$ cat config.mk
export PLATFORM = sky130hd
export DESIGN_NAME = ssp_frame_rx
export DESIGN_NICKNAME = d
export VERILOG_FILES = /design/src/rtl/ssp_frame_rx.sv
export SDC_FILE = /design/constraint.sdc
export NUM_CORES = 1
export LEC_CHECK = 0
export BUFFER_PORTS_ARGS = -buffer_cell sky130_fd_sc_hd__buf_2
export CAP_MARGIN = 20
export CORE_UTILIZATION = 40
export DETAILED_ROUTE_END_ITERATION = 8
export GPL_ROUTABILITY_DRIVEN = 0
export GPL_TIMING_DRIVEN = 1
export PLACE_DENSITY_LB_ADDON = 0.05
export SYNTH_ARGS = -nofsm -noshare
export SYNTH_HDL_FRONTEND = slang
export SYNTH_SLANG_ARGS = --single-unit
$ cat constraint.sdc
create_clock -name ck_1356meg -period 2.78 [get_ports ck_1356meg]
set_clock_uncertainty 0.1 [all_clocks]
set_input_delay 0.139 -clock ck_1356meg [delete_from_list [all_inputs] [get_ports ck_1356meg]]
set_output_delay 0.139 -clock ck_1356meg [all_outputs]
set_load 0.05 [all_outputs]
$ cat src/rtl/ssp_frame_rx.sv
// SSP link endpoint: oversampled framed 8-bit receive into a FIFO, plus a serial response shifter.
// Define SSP_RX_STATS_EN to add the word_cnt / err_cnt statistics outputs.
module ssp_frame_rx #(
  parameter int unsigned FIFO_DEPTH  = 4,
  parameter int unsigned SYNC_STAGES = 2
) (
  input  logic        ck_1356meg,
  input  logic        reset,
  input  logic        ssp_clk,
  input  logic        ssp_frame,
  input  logic        ssp_din,
  output logic        ssp_dout,
  output logic [7:0]  rx_data,
  output logic        rx_valid,
  input  logic        rx_ready,
  input  logic [7:0]  tx_data,
  input  logic        tx_valid,
  output logic        tx_ready,
  output logic        ovf,
`ifdef SSP_RX_STATS_EN
  output logic        frm_err,
  output logic [15:0] word_cnt,
  output logic [7:0]  err_cnt
`else
  output logic        frm_err
`endif
);

  localparam int unsigned PTR_W = $clog2(FIFO_DEPTH);
  localparam logic [PTR_W:0] FULL_CNT = (PTR_W + 1)'(FIFO_DEPTH);

  typedef enum logic {
    S_IDLE,
    S_SHIFT
  } state_t;

  // ---------------- input synchronisers and edge detection ----------------
  logic [SYNC_STAGES-1:0] clk_sync;
  logic [SYNC_STAGES-1:0] frm_sync;
  logic [SYNC_STAGES-1:0] din_sync;
  logic                   clk_dly;
  logic                   s_clk;
  logic                   s_frm;
  logic                   s_din;
  logic                   rise;
  logic                   fall;

  always_ff @(posedge ck_1356meg or posedge reset) begin
    if (reset) begin
      clk_sync <= '0;
      frm_sync <= '0;
      din_sync <= '0;
      clk_dly  <= 1'b0;
    end else begin
      clk_sync <= {clk_sync[SYNC_STAGES-2:0], ssp_clk};
      frm_sync <= {frm_sync[SYNC_STAGES-2:0], ssp_frame};
      din_sync <= {din_sync[SYNC_STAGES-2:0], ssp_din};
      clk_dly  <= clk_sync[SYNC_STAGES-1];
    end
  end

  always_comb begin
    s_clk = clk_sync[SYNC_STAGES-1];
    s_frm = frm_sync[SYNC_STAGES-1];
    s_din = din_sync[SYNC_STAGES-1];
    rise  = s_clk & ~clk_dly;
    fall  = ~s_clk & clk_dly;
  end

  // ---------------- receive framing FSM ----------------
  state_t      state;
  state_t      state_nxt;
  logic [2:0]  bit_cnt;
  logic [2:0]  bit_cnt_nxt;
  logic [7:0]  shreg;
  logic [7:0]  shreg_nxt;
  logic        push_pend;
  logic        push_pend_nxt;
  logic [7:0]  push_word;
  logic [7:0]  push_word_nxt;
  logic        frm_err_nxt;

  always_ff @(posedge ck_1356meg or posedge reset) begin
    if (reset) begin
      state     <= S_IDLE;
      bit_cnt   <= '0;
      shreg     <= '0;
      push_pend <= 1'b0;
      push_word <= '0;
      frm_err   <= 1'b0;
    end else begin
      state     <= state_nxt;
      bit_cnt   <= bit_cnt_nxt;
      shreg     <= shreg_nxt;
      push_pend <= push_pend_nxt;
      push_word <= push_word_nxt;
      frm_err   <= frm_err_nxt;
    end
  end

  // Bits enter at the LSB and move up, so the first (MSB) bit lands in bit 7 after eight shifts.
  always_comb begin
    state_nxt     = state;
    bit_cnt_nxt   = bit_cnt;
    shreg_nxt     = shreg;
    push_pend_nxt = 1'b0;
    push_word_nxt = push_word;
    frm_err_nxt   = 1'b0;
    if (rise) begin
      case (state)
        S_IDLE: begin
          if (s_frm) begin
            shreg_nxt   = {7'b0, s_din};
            bit_cnt_nxt = 3'd1;
            state_nxt   = S_SHIFT;
          end
        end
        S_SHIFT: begin
          if (s_frm) begin
            frm_err_nxt = 1'b1;
            shreg_nxt   = {7'b0, s_din};
            bit_cnt_nxt = 3'd1;
          end else begin
            shreg_nxt = {shreg[6:0], s_din};
            if (bit_cnt == 3'd7) begin
              push_pend_nxt = 1'b1;
              push_word_nxt = {shreg[6:0], s_din};
              bit_cnt_nxt   = '0;
              state_nxt     = S_IDLE;
            end else begin
              bit_cnt_nxt = bit_cnt + 3'd1;
            end
          end
        end
        default: begin
          state_nxt   = S_IDLE;
          bit_cnt_nxt = '0;
        end
      endcase
    end
  end

  // ---------------- receive FIFO ----------------
  logic [7:0]       mem [FIFO_DEPTH];
  logic [PTR_W-1:0] wr_ptr;
  logic [PTR_W-1:0] rd_ptr;
  logic [PTR_W-1:0] rd_ptr_nxt;
  logic [PTR_W:0]   count;
  logic [PTR_W:0]   count_nxt;
  logic [PTR_W:0]   count_after_pop;
  logic [7:0]       rx_data_nxt;
  logic             do_pop;
  logic             do_push;
  logic             drop;

  // Pop is evaluated before push so a full FIFO still accepts a word in a pop cycle.
  always_comb begin
    do_pop          = (count != '0) & rx_ready;
    do_push         = push_pend & ((count != FULL_CNT) | do_pop);
    drop            = push_pend & (count == FULL_CNT) & ~do_pop;
    rd_ptr_nxt      = do_pop ? rd_ptr + PTR_W'(1) : rd_ptr;
    count_after_pop = count - {{PTR_W{1'b0}}, do_pop};
    count_nxt       = count_after_pop + {{PTR_W{1'b0}}, do_push};
    rx_data_nxt     = rx_data;
    if (count_after_pop != '0) begin
      rx_data_nxt = mem[rd_ptr_nxt];
    end else if (do_push) begin
      rx_data_nxt = push_word;
    end
  end

  always_ff @(posedge ck_1356meg) begin
    if (do_push) begin
      mem[wr_ptr] <= push_word;
    end
  end

  always_ff @(posedge ck_1356meg or posedge reset) begin
    if (reset) begin
      wr_ptr  <= '0;
      rd_ptr  <= '0;
      count   <= '0;
      rx_data <= '0;
      ovf     <= 1'b0;
    end else begin
      if (do_push) begin
        wr_ptr <= wr_ptr + PTR_W'(1);
      end
      rd_ptr  <= rd_ptr_nxt;
      count   <= count_nxt;
      rx_data <= rx_data_nxt;
      if (drop) begin
        ovf <= 1'b1;
      end
    end
  end

  assign rx_valid = (count != '0);

  // ---------------- response shifter ----------------
  logic [7:0] tx_shreg;
  logic [2:0] tx_idx;

  always_ff @(posedge ck_1356meg or posedge reset) begin
    if (reset) begin
      tx_shreg <= '0;
      tx_idx   <= '0;
      tx_ready <= 1'b1;
      ssp_dout <= 1'b0;
    end else if (tx_valid && tx_ready) begin
      tx_shreg <= tx_data;
      tx_idx   <= '0;
      tx_ready <= 1'b0;
    end else if (fall && !tx_ready) begin
      ssp_dout <= tx_shreg[7];
      tx_shreg <= {tx_shreg[6:0], 1'b0};
      tx_idx   <= tx_idx + 3'd1;
      if (tx_idx == 3'd7) begin
        tx_ready <= 1'b1;
      end
    end
  end

`ifdef SSP_RX_STATS_EN
  // ---------------- statistics ----------------
  always_ff @(posedge ck_1356meg or posedge reset) begin
    if (reset) begin
      word_cnt <= '0;
      err_cnt  <= '0;
    end else begin
      if (push_pend) begin
        word_cnt <= word_cnt + 16'd1;
      end
      if (frm_err && (err_cnt != '1)) begin
        err_cnt <= err_cnt + 8'd1;
      end
    end
  end
`endif

endmodule

## Word-level counts from Yosys, hierarchy flattened

Memories as Yosys holds them, arrays and structs flattened.
Index checks and enable logic that the tools add are counted.

| storage, ports and cells | value |
|---|---|
| memories | 1 |
| register bits | 57 |
| memory bits (writable) | 32 |

Memories:

| name | depth | bits a word | read ports | clocked after Yosys merged registers in | wr ports | RTL line | source |
|---|---|---|---|---|---|---|---|
| mem | 4 | 8 | 1 | 0 | 1 | 144 | `logic [7:0] mem [FIFO_DEPTH];` |

| operators by class | value |
|---|---|
| mux-type cells | 29 |
| equal/unequal tests | 5 |
| reductions and logical operators | 12 |
| bitwise operators | 13 |
| add/subtract/negate cells | 6 |

Operators with widths:

| kind | count |
|---|---|
| $mux 8 | 4 |
| $mux 3 | 5 |
| $mux 1 | 14 |
| $mux 7 | 2 |
| $pmux 7 s2 | 1 |
| $eq 3x3->1 const B | 3 |
| $add 3x1->3 const B | 2 |
| $and 1x1->1 | 6 |
| $not 1->1 | 6 |
| $pmux 3 s2 | 1 |
| $reduce_and 2->1 | 3 |
| $reduce_bool 2->1 | 3 |
| $reduce_bool 3->1 | 2 |
| $add 2x1->2 const B | 2 |
| $reduce_and 4->1 | 1 |
| $add 3x1->3 | 1 |
| $ne 3x3->1 const B | 1 |
| $sub 3x1->3 | 1 |
| $logic_and 1x1->1 | 2 |
| $mux 2 | 1 |
| $ne 2x2->1 const B | 1 |
| $pmux 1 s2 | 1 |
| $logic_not 1->1 | 1 |
| $or 1x1->1 | 1 |

## Longest topological paths before layout

Gate-level depths: netlist of the first run.

| depth | value |
|---|---|
| word-level depth | 6 |
| mapped depth | 10 |

## Worst setup path after synthesis of the first run

No wires, ideal clock.

| path | value |
|---|---|
| path type | register -> register |
| start | register count[0] |
| end | register rx_data[5] |
| data required time | 2558 ps |
| path buffers | 3 |
| library setup time | 122 ps |
| stages on the path, launching flop included | 11 |
| arrival time | 2410 ps |
| slack | 148 ps |
| path through | dfrtp_1 o31a_4 buf_6 buf_4 ha_1 ha_1 xnor2_1 and3_1 buf_1 a21oi_1 a32o_1 |

| between the ends | value |
|---|---|
| cells in the longest elaborated chain, start to end | 5 |
| elaborated cells on any way between the ends | 11 |

RTL lines:

| element | RTL line | source |
|---|---|---|
| start: declaration | 148 | `logic [PTR_W:0] count;` |
| start signal: assignment | 190 | `count <= count_nxt;` |
| $reduce_bool 3->1 | 158 | `do_pop = (count != '0) & rx_ready;` |
| $and 1x1->1 | 158 |  |
| $sub 3x1->3 (tied with other cells) | 162 | `count_after_pop = count - {{PTR_W{1'b0}}, do_pop};` |
| $reduce_bool 3->1 (tied with other cells) | 165 | `if (count_after_pop != '0) begin` |
| $mux 8 / $reduce_bool 2->1 (equally long branches) | -- |  |
| end signal: assignment | 191 | `rx_data <= rx_data_nxt;` |
| end: declaration | 13 | `output logic [7:0] rx_data,` |

Parallel ways exist; a longest one is shown, timed or not.
A chain may end at the register's enable or synchronous reset.

## Worst setup path in the final report of the first run

Ends and elaborated chain as after synthesis.

==> results.tsv, run 1 <==
stage	metric	value	unit
status	run status	completed	
critical_path	worst r2r src	count[0]	
critical_path	end of the worst register-to-register path	rx_data[5]	
placed_design	Final HPWL DP	5196	um
timing	portion of the clock cycle consumed by the worst path in the final layout	87.27	%
placed_design	placement-stage cell area	4192	sq um
critical_path	element type at the critical path start	flop	
floorplanning	Die W	100.8	um
timing	Final min period	2426	ps
yosys	synth top area cells	sky130_fd_sc_hd__dfrtp_1 (36%), sky130_fd_sc_hd__edfxtp_1 (25%), sky130_fd_sc_hd__mux2_2 (4.6%)	
cts	Clk Tree Root Cell	sky130_fd_sc_hd__clkbuf_8	
cts	worst skew pair latency	340	ps
cts	Post CTS Setup Buffer Count	0	
cells_and_area	area overhead of the layout relative to synthesis	15.76	%
grt	total congestion overflow	0	
yosys	number of synthesized flops with an enable pin	32	
yosys	most instantiated cells after synthesis	sky130_fd_sc_hd__dfrtp_1 (56), sky130_fd_sc_hd__edfxtp_1 (32), sky130_fd_sc_hd__nand2_1 (27)	
critical_path	required arrival time at the worst endpoint	2910	ps
worst_hold_path	worst min path class	input pin to flop	
yosys	share of flip-flops with an asynchronous set or reset	64.04	%
yosys	total standard cell area after synthesis	3905	sq um
grt	combined global-route utilization of all metal layers	16.42	%
yosys	dominant cell type by area after synthesis	sky130_fd_sc_hd__dfrtp_1	
power	power density over the cells	898.3	nW/um^2
yosys	syn_area_per_cell	13.10	sq um
floorplanning	y dimension of the die	100.8	um
floorplanning	IO Pins	28	
drt	ANT nets after route	0	
drt	number of iterations in the first detailed-routing pass	4	
yosys	share of Yosys cell area claimed by the top area cell type	35.89	%
critical_path	register-to-register setup slack	350	ps
cts	number of hold-repair buffers added at the cts stage	13	
critical_path	critical path arrival	2560	ps
timing	Worst-Margin Slew	733.2	ps
yosys	Synth Warn #	0	
timing	maximum frequency from static timing analysis	412.2	MHz
timing	unrepaired setup endpoints after global routing	no	
timing	worst slew margin relative to its limit	50.79	%
floorplanning	Die Footprint	10160	sq um
cts	total CTS buffers	9	
drt	via density per instance	5.084	
timing	sum of negative setup slack	0	ps
yosys	total nets after synthesis	325	
drt	final wirelength	7496	um
grt	vias in the first global route	2463	
critical_path	worst r2r path cells	7	
cells_and_area	share of final-layout standard cells stronger than drive strength 1	20.34	%
floorplanning	# rows	35	
drt	number of design-rule violations left by the first detailed-router iteration	65	
drt	vias post-DR	2430	
yosys	flip-flop and latch count after synthesis	89	
grt	initial antenna violation count	0	
cts	count of cells resized by post-cts repair	0	
power	Max rail drop VDD	0.0003637	V
grt	largest net degree at the start of global routing	29	
cts	H-tree levels	3	
yosys	most numerous cell in the Yosys netlist	sky130_fd_sc_hd__dfrtp_1	
floorplanning	effective utilization at floorplan	41.86	%
critical_path	Critical Path Sink	rx_data[5]	
run	Max-Cap Viols	0	
floorplanning	core area	9328	sq um
power	Final Total Pwr	4.061	mW
critical_path	Critical Path Sink Type	flop	
yosys	number of distinct library cell variants in the gate-level netlist after synthesis	44	
timing	final count of pins violating max slew	0	
timing	final hold viol count	0	
cts	register clock-pin slew on the reported worst setup and hold paths	90	ps
cts	clock sink total	89	
drt	DR WL/cell	15.68	um
timing	Final Setup Violations	0	
drt	DRC violation count after routing	0	
cells_and_area	final standard cell area without fillers	4521	sq um
critical_path	launch point of the critical path	count[0]	
power	Static Leakage	2.044	nW
cts	clock buffer depth	2	
yosys	Post-Synthesis Cells	298	
critical_path	start-to-end type of the worst setup path	flop to flop	
cells_and_area	core occupancy in the finished layout	48.46	%
cells_and_area	Post-layout nets	371	
yosys	fraction of the yosys area taken by sequential cells	61.17	%
cells_and_area	antenna diode instance count	0	
placed_design	port bufs	27	
grt	global-route wire length before repair	12540	um
critical_path	largest driver fanout on the critical path	9	
yosys	Main synth FF type	sky130_fd_sc_hd__dfrtp_1	
cts	clock tree from TritonCTS	built	
cells in the final DEF, fill, tap and decap left out, drive strengths merged, types with 3 or more instances in the layout:
cell type / synthesis / final
and3: 3 / 3
ha: 12 / 12
nor2b: 11 / 11
mux2: 20 / 20
dfrtp: 56 / 56
inv: 20 / 21
xnor2: 3 / 3
nor4b: 3 / 3
clkbuf: 6 / 14
nand2: 27 / 27
o22ai: 7 / 7
a211oi: 7 / 7
and2: 5 / 5
a2111oi: 7 / 7
a22oi: 7 / 7
a22o: 8 / 8
nor2: 11 / 11
buf: 6 / 34
mux2i: 15 / 15
dlygate4sd3: 0 / 13
edfxtp: 32 / 32
o21ai: 6 / 6
a221o: 7 / 7
cells by family after synthesis:
| group | count (synthesis) | share of synthesized area, % |
|---|---|---|
| mux | 35 | 9.997 |
| xor+xnor | 5 | 1.122 |
| flops | 89 | 61.17 |
| simple gates | 68 | 8.780 |
| fa+ha+maj | 12 | 3.845 |
| buf+inv | 32 | 3.524 |
| compound gates | 57 | 11.57 |
power breakdown:
group | switching, mW | leakage [nW] | internal [mW] | total (mW)
Sequential | 0.201 | 1.01 | 1.58 | 1.78
Combinational | 0.834 | 0.935 | 0.545 | 1.38
Clock | 0.432 | 0.101 | 0.468 | 0.900
Total | 1.47 | 2.04 | 2.59 | 4.06
flip-flops by register name, summed over array words and instances (netlist names), 2 cells and up:
signal     cells
mem           32
push_word      8
rx_data        8
tx_shreg       8
shreg          7
bit_cnt        3
count          3
tx_idx         3
clk_sync       2
din_sync       2
frm_sync       2
rd_ptr         2
wr_ptr         2
through the flow:
step | hold slack (ps) | worst slack, ps | instances
global route | 111.2 | 196.6 | 478
global placement | 40.11 | 435.6 | 449
CTS | 98.92 | 355.5 | 478
detailed placement | 31.63 | 373.1 | 449
floorplan | 70.43 | 148.1 | 298
finish | 108.7 | 353.8 | 478
final cells by class:
type | instances | area [sq um]
Timing Repair Buffer | 47 | 317.8
Multi-Input combinational cell | 177 | 1379
Sequential cell | 89 | 2389
Tap cell | 129 | 161.4
Fill cell | 855 | 4807
Clock buffer | 14 | 162.7
Clock inverter | 2 | 36.28
Inverter | 20 | 75.07
worst min-delay path by stage:
stage,depth (start not counted),endpoint,from,slack (ps)
after floorplan,0,clk_sync[0],ssp_clk,70
after global placement,2,tx_shreg[3],reset,40
after detailed placement,2,tx_shreg[3],reset,30
after CTS,3,ovf,rx_ready,100
after global routing,3,ovf,rx_ready,110
final,3,ovf,rx_ready,110
routing by layer:
layer / routed length (um) / vias up / track usage, %
li1: - / 1187 / -
met1: 3637 / 1211 / 21.84
met2: 3604 / 23 / 27.40
met3: 158 / 9 / 2.635
met4: 96 / 0 / 5.686
met5: 0 / - / 0
critical path, cell delays in order, from the launching register on:
cell and delay [ps]:
sky130_fd_sc_hd__dfrtp_1 440, sky130_fd_sc_hd__o31a_4 370, sky130_fd_sc_hd__ha_1 180, sky130_fd_sc_hd__ha_1 190, sky130_fd_sc_hd__xnor2_1 250, sky130_fd_sc_hd__and3_1 430
sky130_fd_sc_hd__a21oi_1 80, sky130_fd_sc_hd__a32o_1 270
(Power assumes the default switching activity.)
==> inputs of run 2 (changes only) <==
CELL_PAD_IN_SITES_DETAIL_PLACEMENT = 1   (was default)
CELL_PAD_IN_SITES_GLOBAL_PLACEMENT = 1   (was default)
==> run 2 against run 1 <==
Count of clock-buffer cells in the layout down 4. Cell area up 0.94%. Flip-flop and latch count unchanged. Sequential share of layout area down 0.49 points. First-iteration DRC count up 51%. Cell count unchanged. Routed wire length up 12%. Critical endpoint unchanged. Largest power group unchanged.
==> results.tsv, run 2 (synthesis gave the netlist of run 1 again) <==
stage	metric	value	unit
drt	via density per instance	5.188	
drt	number of iterations in the first detailed-routing pass	4	
power	share of total power in sequential cells	42.1	%
critical_path	required arrival time at the worst endpoint	2940	ps
timing	worst hold margin	121.6	ps
grt	global-route wire length before repair	13660	um
critical_path	Critical Path Sink	rx_data[5]	
cells_and_area	antenna diode instance count	0	
cts	number of hold-repair buffers added at the cts stage	13	
cells_and_area	most common cell after layout, fill and taps aside	sky130_fd_sc_hd__dfrtp_1	
critical_path	launch point of the critical path	count[0]	
grt	vias in the first global route	2658	
cts	Clk Tree Root Cell	sky130_fd_sc_hd__clkbuf_8	
grt	met2 capacity usage during global routing	31.61	%
power	power density over the cells	934.7	nW/um^2
grt	initial antenna violation count	0	
cells_and_area	most frequent cells in the layout	sky130_fd_sc_hd__dfrtp_1 (56), sky130_fd_sc_hd__edfxtp_1 (32), sky130_fd_sc_hd__nand2_1 (27), sky130_fd_sc_hd__buf_2 (27), sky130_fd_sc_hd__inv_1 (18)	
grt	combined global-route utilization of all metal layers	18.09	%
cts	clock tree from TritonCTS	built	
critical_path	combined buffer and inverter count along the critical path	0	
critical_path	end of the worst register-to-register path	rx_data[5]	
timing	unrepaired setup endpoints after global routing	no	
timing	portion of the clock cycle consumed by the worst path in the final layout	89.73	%
critical_path	worst r2r path cells	7	
power	Max rail drop VDD	0.0003244	V
cts	clock buffer depth	2	
drt	DR WL/cell	17.60	um
timing	Final Setup Violations	0	
power	Static Leakage	2.065	nW
placed_design	Placement Setup Slack	305.6	ps
floorplanning	core area	9328	sq um
cts	clock sink total	89	
timing	worst slew margin relative to its limit	52.82	%
placed_design	port bufs	27	
critical_path	crit-path max cell delay	450	ps
status	run status	completed	
critical_path	Top cell by count, worst path	sky130_fd_sc_hd__ha_1	
floorplanning	Die Footprint	10160	sq um
cells_and_area	Post-layout nets	371	
critical_path	start-to-end type of the worst setup path	flop to flop	
critical_path	largest driver fanout on the critical path	9	
timing	sum of negative setup slack	0	ps
worst_hold_path	Hold Crit Start	rx_ready	
drt	vias post-DR	2480	
worst_hold_path	worst min path class	input pin to flop	
critical_path	worst-path cell with the longest stage delay	sky130_fd_sc_hd__dfrtp_1	
power	Internal Power	2.700	mW
cts	total CTS buffers	9	
placed_design	placement-stage cell area	4192	sq um
critical_path	register-to-register setup slack	290	ps
cts	count of cells resized by post-cts repair	0	
floorplanning	# rows	35	
drt	number of design-rule violations left by the first detailed-router iteration	98	
placed_design	DP Cell Count	449	
critical_path	element type at the critical path start	flop	
grt	GRT met3 Usage	2.635	%
floorplanning	IO Pins	28	
cts	H-tree levels	3	
timing	Final min period	2494	ps
timing	Worst-Margin Slew	703.1	ps
critical_path	worst r2r src	count[0]	
grt	global-route met1 utilization	22.31	%
power	switching power	1.566	mW
grt	global routing's busiest layer	met2	
placed_design	Final HPWL DP	5768	um
cells_and_area	non-filler cells, final	478	
critical_path	cells traversed along the worst timing path	o31a_4 -> ha_1 -> ha_1 -> xnor2_1 -> and3_1 -> a21oi_1 -> a32o_1	
timing	final worst-path setup slack	285.5	ps
cts	Post CTS Setup Buffer Count	0	
floorplanning	Die W	100.8	um
timing	final count of pins violating max slew	0	
power	fraction of power spent switching nets	36.71	%
critical_path	Critical Path Sink Type	flop	
run	Max-Cap Viols	0	
floorplanning	y dimension of the die	100.8	um
critical_path	kind of cell adding the most delay to the critical path	compound AO/OA/AOI/OAI gates	
drt	ANT nets after route	0	
cells_and_area	share of final-layout standard cells stronger than drive strength 1	21.20	%
power	Combinational Power Share	33.0	%
power	part of the power in the clock network	24.9	%
drt	final wirelength	8412	um
cts	worst skew pair latency	360	ps
timing	maximum frequency from static timing analysis	400.9	MHz
power	Final Total Pwr	4.265	mW
grt	largest net degree at the start of global routing	30	
cts	register clock-pin slew on the reported worst setup and hold paths	100	ps
grt	total congestion overflow	0	
drt	DRC violation count after routing	0	
cells_and_area	area overhead of the layout relative to synthesis	16.85	%
cells_and_area	flip-flop count of the largest register after layout	32	
cells_and_area	core occupancy in the finished layout	48.92	%
cells_and_area	final standard cell area without fillers	4563	sq um
critical_path	count of cell instances traversed by the critical path	7	
critical_path	critical path arrival	2660	ps
floorplanning	effective utilization at floorplan	41.86	%
timing	final hold viol count	0	
cells_and_area	register containing the most flip-flops in the final layout	mem	
-- run 2: cell count changes in the layout (fill, tap and decap cells not counted) --
cell                        previous run  this run
sky130_fd_sc_hd__clkbuf_1              3         0
sky130_fd_sc_hd__inv_6                 0         2
sky130_fd_sc_hd__clkbuf_16             0         1
sky130_fd_sc_hd__clkinv_4              0         1
sky130_fd_sc_hd__clkbuf_8             11         9
sky130_fd_sc_hd__bufinv_16             1         2
-- run 2: power groups by stage --
stage / registers (mW) / logic, mW / clock network (mW)
after floorplan: 1.96 / 0.885 / 0
after global placement: 1.82 / 1.34 / 0
after detailed placement: 1.83 / 1.39 / 0
after CTS: 1.81 / 1.42 / 1.08
after global routing: 1.84 / 1.54 / 1.13
final: 1.80 / 1.41 / 1.06
-- run 2: area by class of cell --
type | instances | area (sq um)
repair buffers | 47 | 317.8
fillers | 981 | 4765
inverters | 20 | 75.07
clock buffers | 10 | 148.9
flip-flops and latches | 89 | 2389
well taps | 129 | 161.4
clock inverters | 6 | 92.59
multi-input cells | 177 | 1379
-- run 2: metal layers --
metal | wire (um) | vias up | part of all wire (%)
li1 | - | 1185 | -
met1 | 3727 | 1255 | 44
met2 | 4342 | 29 | 52
met3 | 177 | 11 | 2.1
met4 | 165 | 0 | 2.0
met5 | 0 | - | 0
-- run 2: how the worst min path moves through the flow --
stage / endpoint / slack, ps / cells after the start
floorplan: clk_sync[0] / 70 / 0
global placement: tx_shreg[0] / -50 / 2
detailed placement: tx_shreg[0] / -50 / 2
CTS: tx_shreg[0] / 110 / 3
global route: ovf / 140 / 3
finish: ovf / 120 / 3
-- run 2: worst register-to-register path: cells and delay by family (launching register included) --
kind                       cells  cell delay (ps)
AOI/OAI and AO/OA              3              720
DFF                            1              450
and+or+nand+nor                1              440
adders and majority gates      2              370
xor gates and xnor gates       1              320
==> inputs of run 3 (changes only) <==
clock period = 2.2 ns   (was 2.78 ns; I/O delays follow)
==> run 3 against run 2 <==
Via count up 0.60%. Die area unchanged. Cell count up 1.9%. Critical path type unchanged. Largest cell class unchanged. Highest routed layer unchanged.
==> results.tsv, run 3 (synthesis gave the netlist of run 1 again) <==
stage	metric	value	unit
status	run status	completed	
power	switching power	2.027	mW
cells_and_area	share of final-layout standard cells stronger than drive strength 1	24.86	%
timing	portion of the clock cycle consumed by the worst path in the final layout	97.16	%
timing	worst slew margin relative to its limit	49.20	%
placed_design	port bufs	27	
timing	unrepaired setup endpoints after global routing	yes	
placed_design	DP Cell Count	458	
cells_and_area	core occupancy in the finished layout	49.73	%
timing	worst hold margin	68.90	ps
floorplanning	Die W	100.8	um
drt	via density per instance	5.123	
cells_and_area	antenna diode instance count	0	
critical_path	crit-path max cell delay	400	ps
drt	final wirelength	8215	um
floorplanning	core area	9328	sq um
power	share of total power in sequential cells	42.6	%
power	power density over the cells	1144	nW/um^2
floorplanning	# rows	35	
floorplanning	IO Pins	28	
critical_path	required arrival time at the worst endpoint	2370	ps
drt	DRC violation count after routing	0	
cells_and_area	flip-flop count of the largest register after layout	32	
critical_path	kind of cell adding the most delay to the critical path	compound AO/OA/AOI/OAI gates	
drt	vias post-DR	2495	
critical_path	largest driver fanout on the critical path	9	
critical_path	Critical Path Sink Type	flop	
cells_and_area	most common cell after layout, fill and taps aside	sky130_fd_sc_hd__dfrtp_1	
power	Final Total Pwr	5.307	mW
critical_path	cells traversed along the worst timing path	o31a_4 -> ha_4 -> ha_4 -> xnor2_2 -> and3_1 -> buf_6 -> a221o_1 -> o22ai_2	
run	Max-Cap Viols	0	
cells_and_area	area overhead of the layout relative to synthesis	18.78	%
power	fraction of power spent switching nets	38.18	%
timing	Worst-Margin Slew	756.9	ps
cts	H-tree levels	3	
power	Max rail drop VDD	0.0004506	V
drt	ANT nets after route	0	
cells_and_area	register containing the most flip-flops in the final layout	mem	
drt	number of design-rule violations left by the first detailed-router iteration	57	
floorplanning	y dimension of the die	100.8	um
grt	total congestion overflow	0	
timing	final hold viol count	0	
power	part of the power in the clock network	20.2	%
placed_design	Final HPWL DP	5634	um
grt	combined global-route utilization of all metal layers	18.04	%
cts	clock buffer depth	2	
cts	Clk Tree Root Cell	sky130_fd_sc_hd__clkbuf_8	
power	Static Leakage	2.099	nW
cts	register clock-pin slew on the reported worst setup and hold paths	90	ps
critical_path	combined buffer and inverter count along the critical path	1	
cts	clock sink total	89	
placed_design	placement-stage cell area	4309	sq um
power	Combinational Power Share	37.2	%
cells_and_area	final standard cell area without fillers	4638	sq um
grt	global-route wire length before repair	13580	um
cts	clock tree from TritonCTS	built	
grt	vias in the first global route	2645	
critical_path	element type at the critical path start	flop	
grt	largest net degree at the start of global routing	58	
cts	worst skew pair latency	360	ps
drt	number of iterations in the first detailed-routing pass	4	
timing	Final Setup Violations	0	
cts	total CTS buffers	9	
critical_path	Top cell by count, worst path	sky130_fd_sc_hd__ha_4	
floorplanning	effective utilization at floorplan	41.86	%
critical_path	start-to-end type of the worst setup path	flop to flop	
cts	Post CTS Setup Buffer Count	0	
cells_and_area	most frequent cells in the layout	sky130_fd_sc_hd__dfrtp_1 (55), sky130_fd_sc_hd__edfxtp_1 (32), sky130_fd_sc_hd__nand2_1 (27), sky130_fd_sc_hd__buf_2 (27), sky130_fd_sc_hd__inv_1 (18)	
critical_path	register-to-register setup slack	60	ps
power	Internal Power	3.281	mW
drt	DR WL/cell	16.87	um
critical_path	critical path arrival	2310	ps
grt	initial antenna violation count	0	
timing	final count of pins violating max slew	0	
cells_and_area	non-filler cells, final	487	
floorplanning	Die Footprint	10160	sq um
timing	Final min period	2138	ps
critical_path	worst-path cell with the longest stage delay	sky130_fd_sc_hd__dfrtp_1	
timing	maximum frequency from static timing analysis	467.8	MHz
worst_hold_path	worst min path class	input pin to flop	
cells_and_area	Post-layout nets	380	
-- run 3: layout make-up --
cell class              instances  area (sq um)
clock inverters                 7         58.81
multi-input cells             177          1428
well taps                     129         161.4
repair buffers                 56         401.6
inverters                      20         75.07
flip-flops and latches         89          2390
clock buffers                   9         123.9
fillers                       977          4690
-- run 3: through the flow --
| step | setup slack, ps | TNS [ps] |
|---|---|---|
| 3_3_place_gp | 98.99 | 0 |
| 4_1_cts | 41.78 | 0 |
| 6_report | 62.38 | 0 |
| 5_1_grt | -10.00 | -10.00 |
| 3_5_place_dp | 50.42 | 0 |
| 2_1_floorplan | -166.8 | -1330 |
-- run 3: worst register-to-register path, cell delays in order, from the launching register on --
cell	delay, ps
sky130_fd_sc_hd__dfrtp_1	400
sky130_fd_sc_hd__o31a_4	370
sky130_fd_sc_hd__ha_4	170
sky130_fd_sc_hd__ha_4	160
sky130_fd_sc_hd__xnor2_2	130
sky130_fd_sc_hd__and3_1	160
sky130_fd_sc_hd__buf_6	140
sky130_fd_sc_hd__a221o_1	290
sky130_fd_sc_hd__o22ai_2	150
-- run 3: worst paths after layout --
check | startpoint | cells after the start | to
setup / recovery | count[0] | 8 | rx_data[7]
hold / removal | rx_ready | 3 | ovf
setup reg to reg | count[0] | 8 | rx_data[7]
hold reg to reg | din_sync[0] | 0 | din_sync[1]
max in group asynchronous | reset | 4 | tx_ready
min in group asynchronous | reset | 4 | clk_dly
-- run 3: per-layer routing --
metal / vias up / global-route usage [%] / part of all wire (%)
li1: 1199 / - / -
met1: 1262 / 22.62 / 46
met2: 27 / 31.30 / 51
met3: 7 / 3.537 / 2.4
met4: 0 / 6.020 / 0.88
met5: - / 0 / 0
-- run 3: power groups by stage --
| stage | combinational (mW) | clock (mW) | sequential, mW |
|---|---|---|---|
| floorplan | 1.20 | 0 | 2.48 |
| global placement | 1.88 | 0 | 2.28 |
| detailed placement | 1.93 | 0 | 2.30 |
| CTS | 1.95 | 1.11 | 2.27 |
| global route | 2.15 | 1.18 | 2.31 |
| finish | 1.97 | 1.07 | 2.26 |
-- run 3: timing repair --
item / in CTS / in global routing
gates resized for setup: 0 / 7
hold endpoints to repair: 70 / 0
hold buffers: 13 / 0
endpoints found under the setup margin: 0 / 7
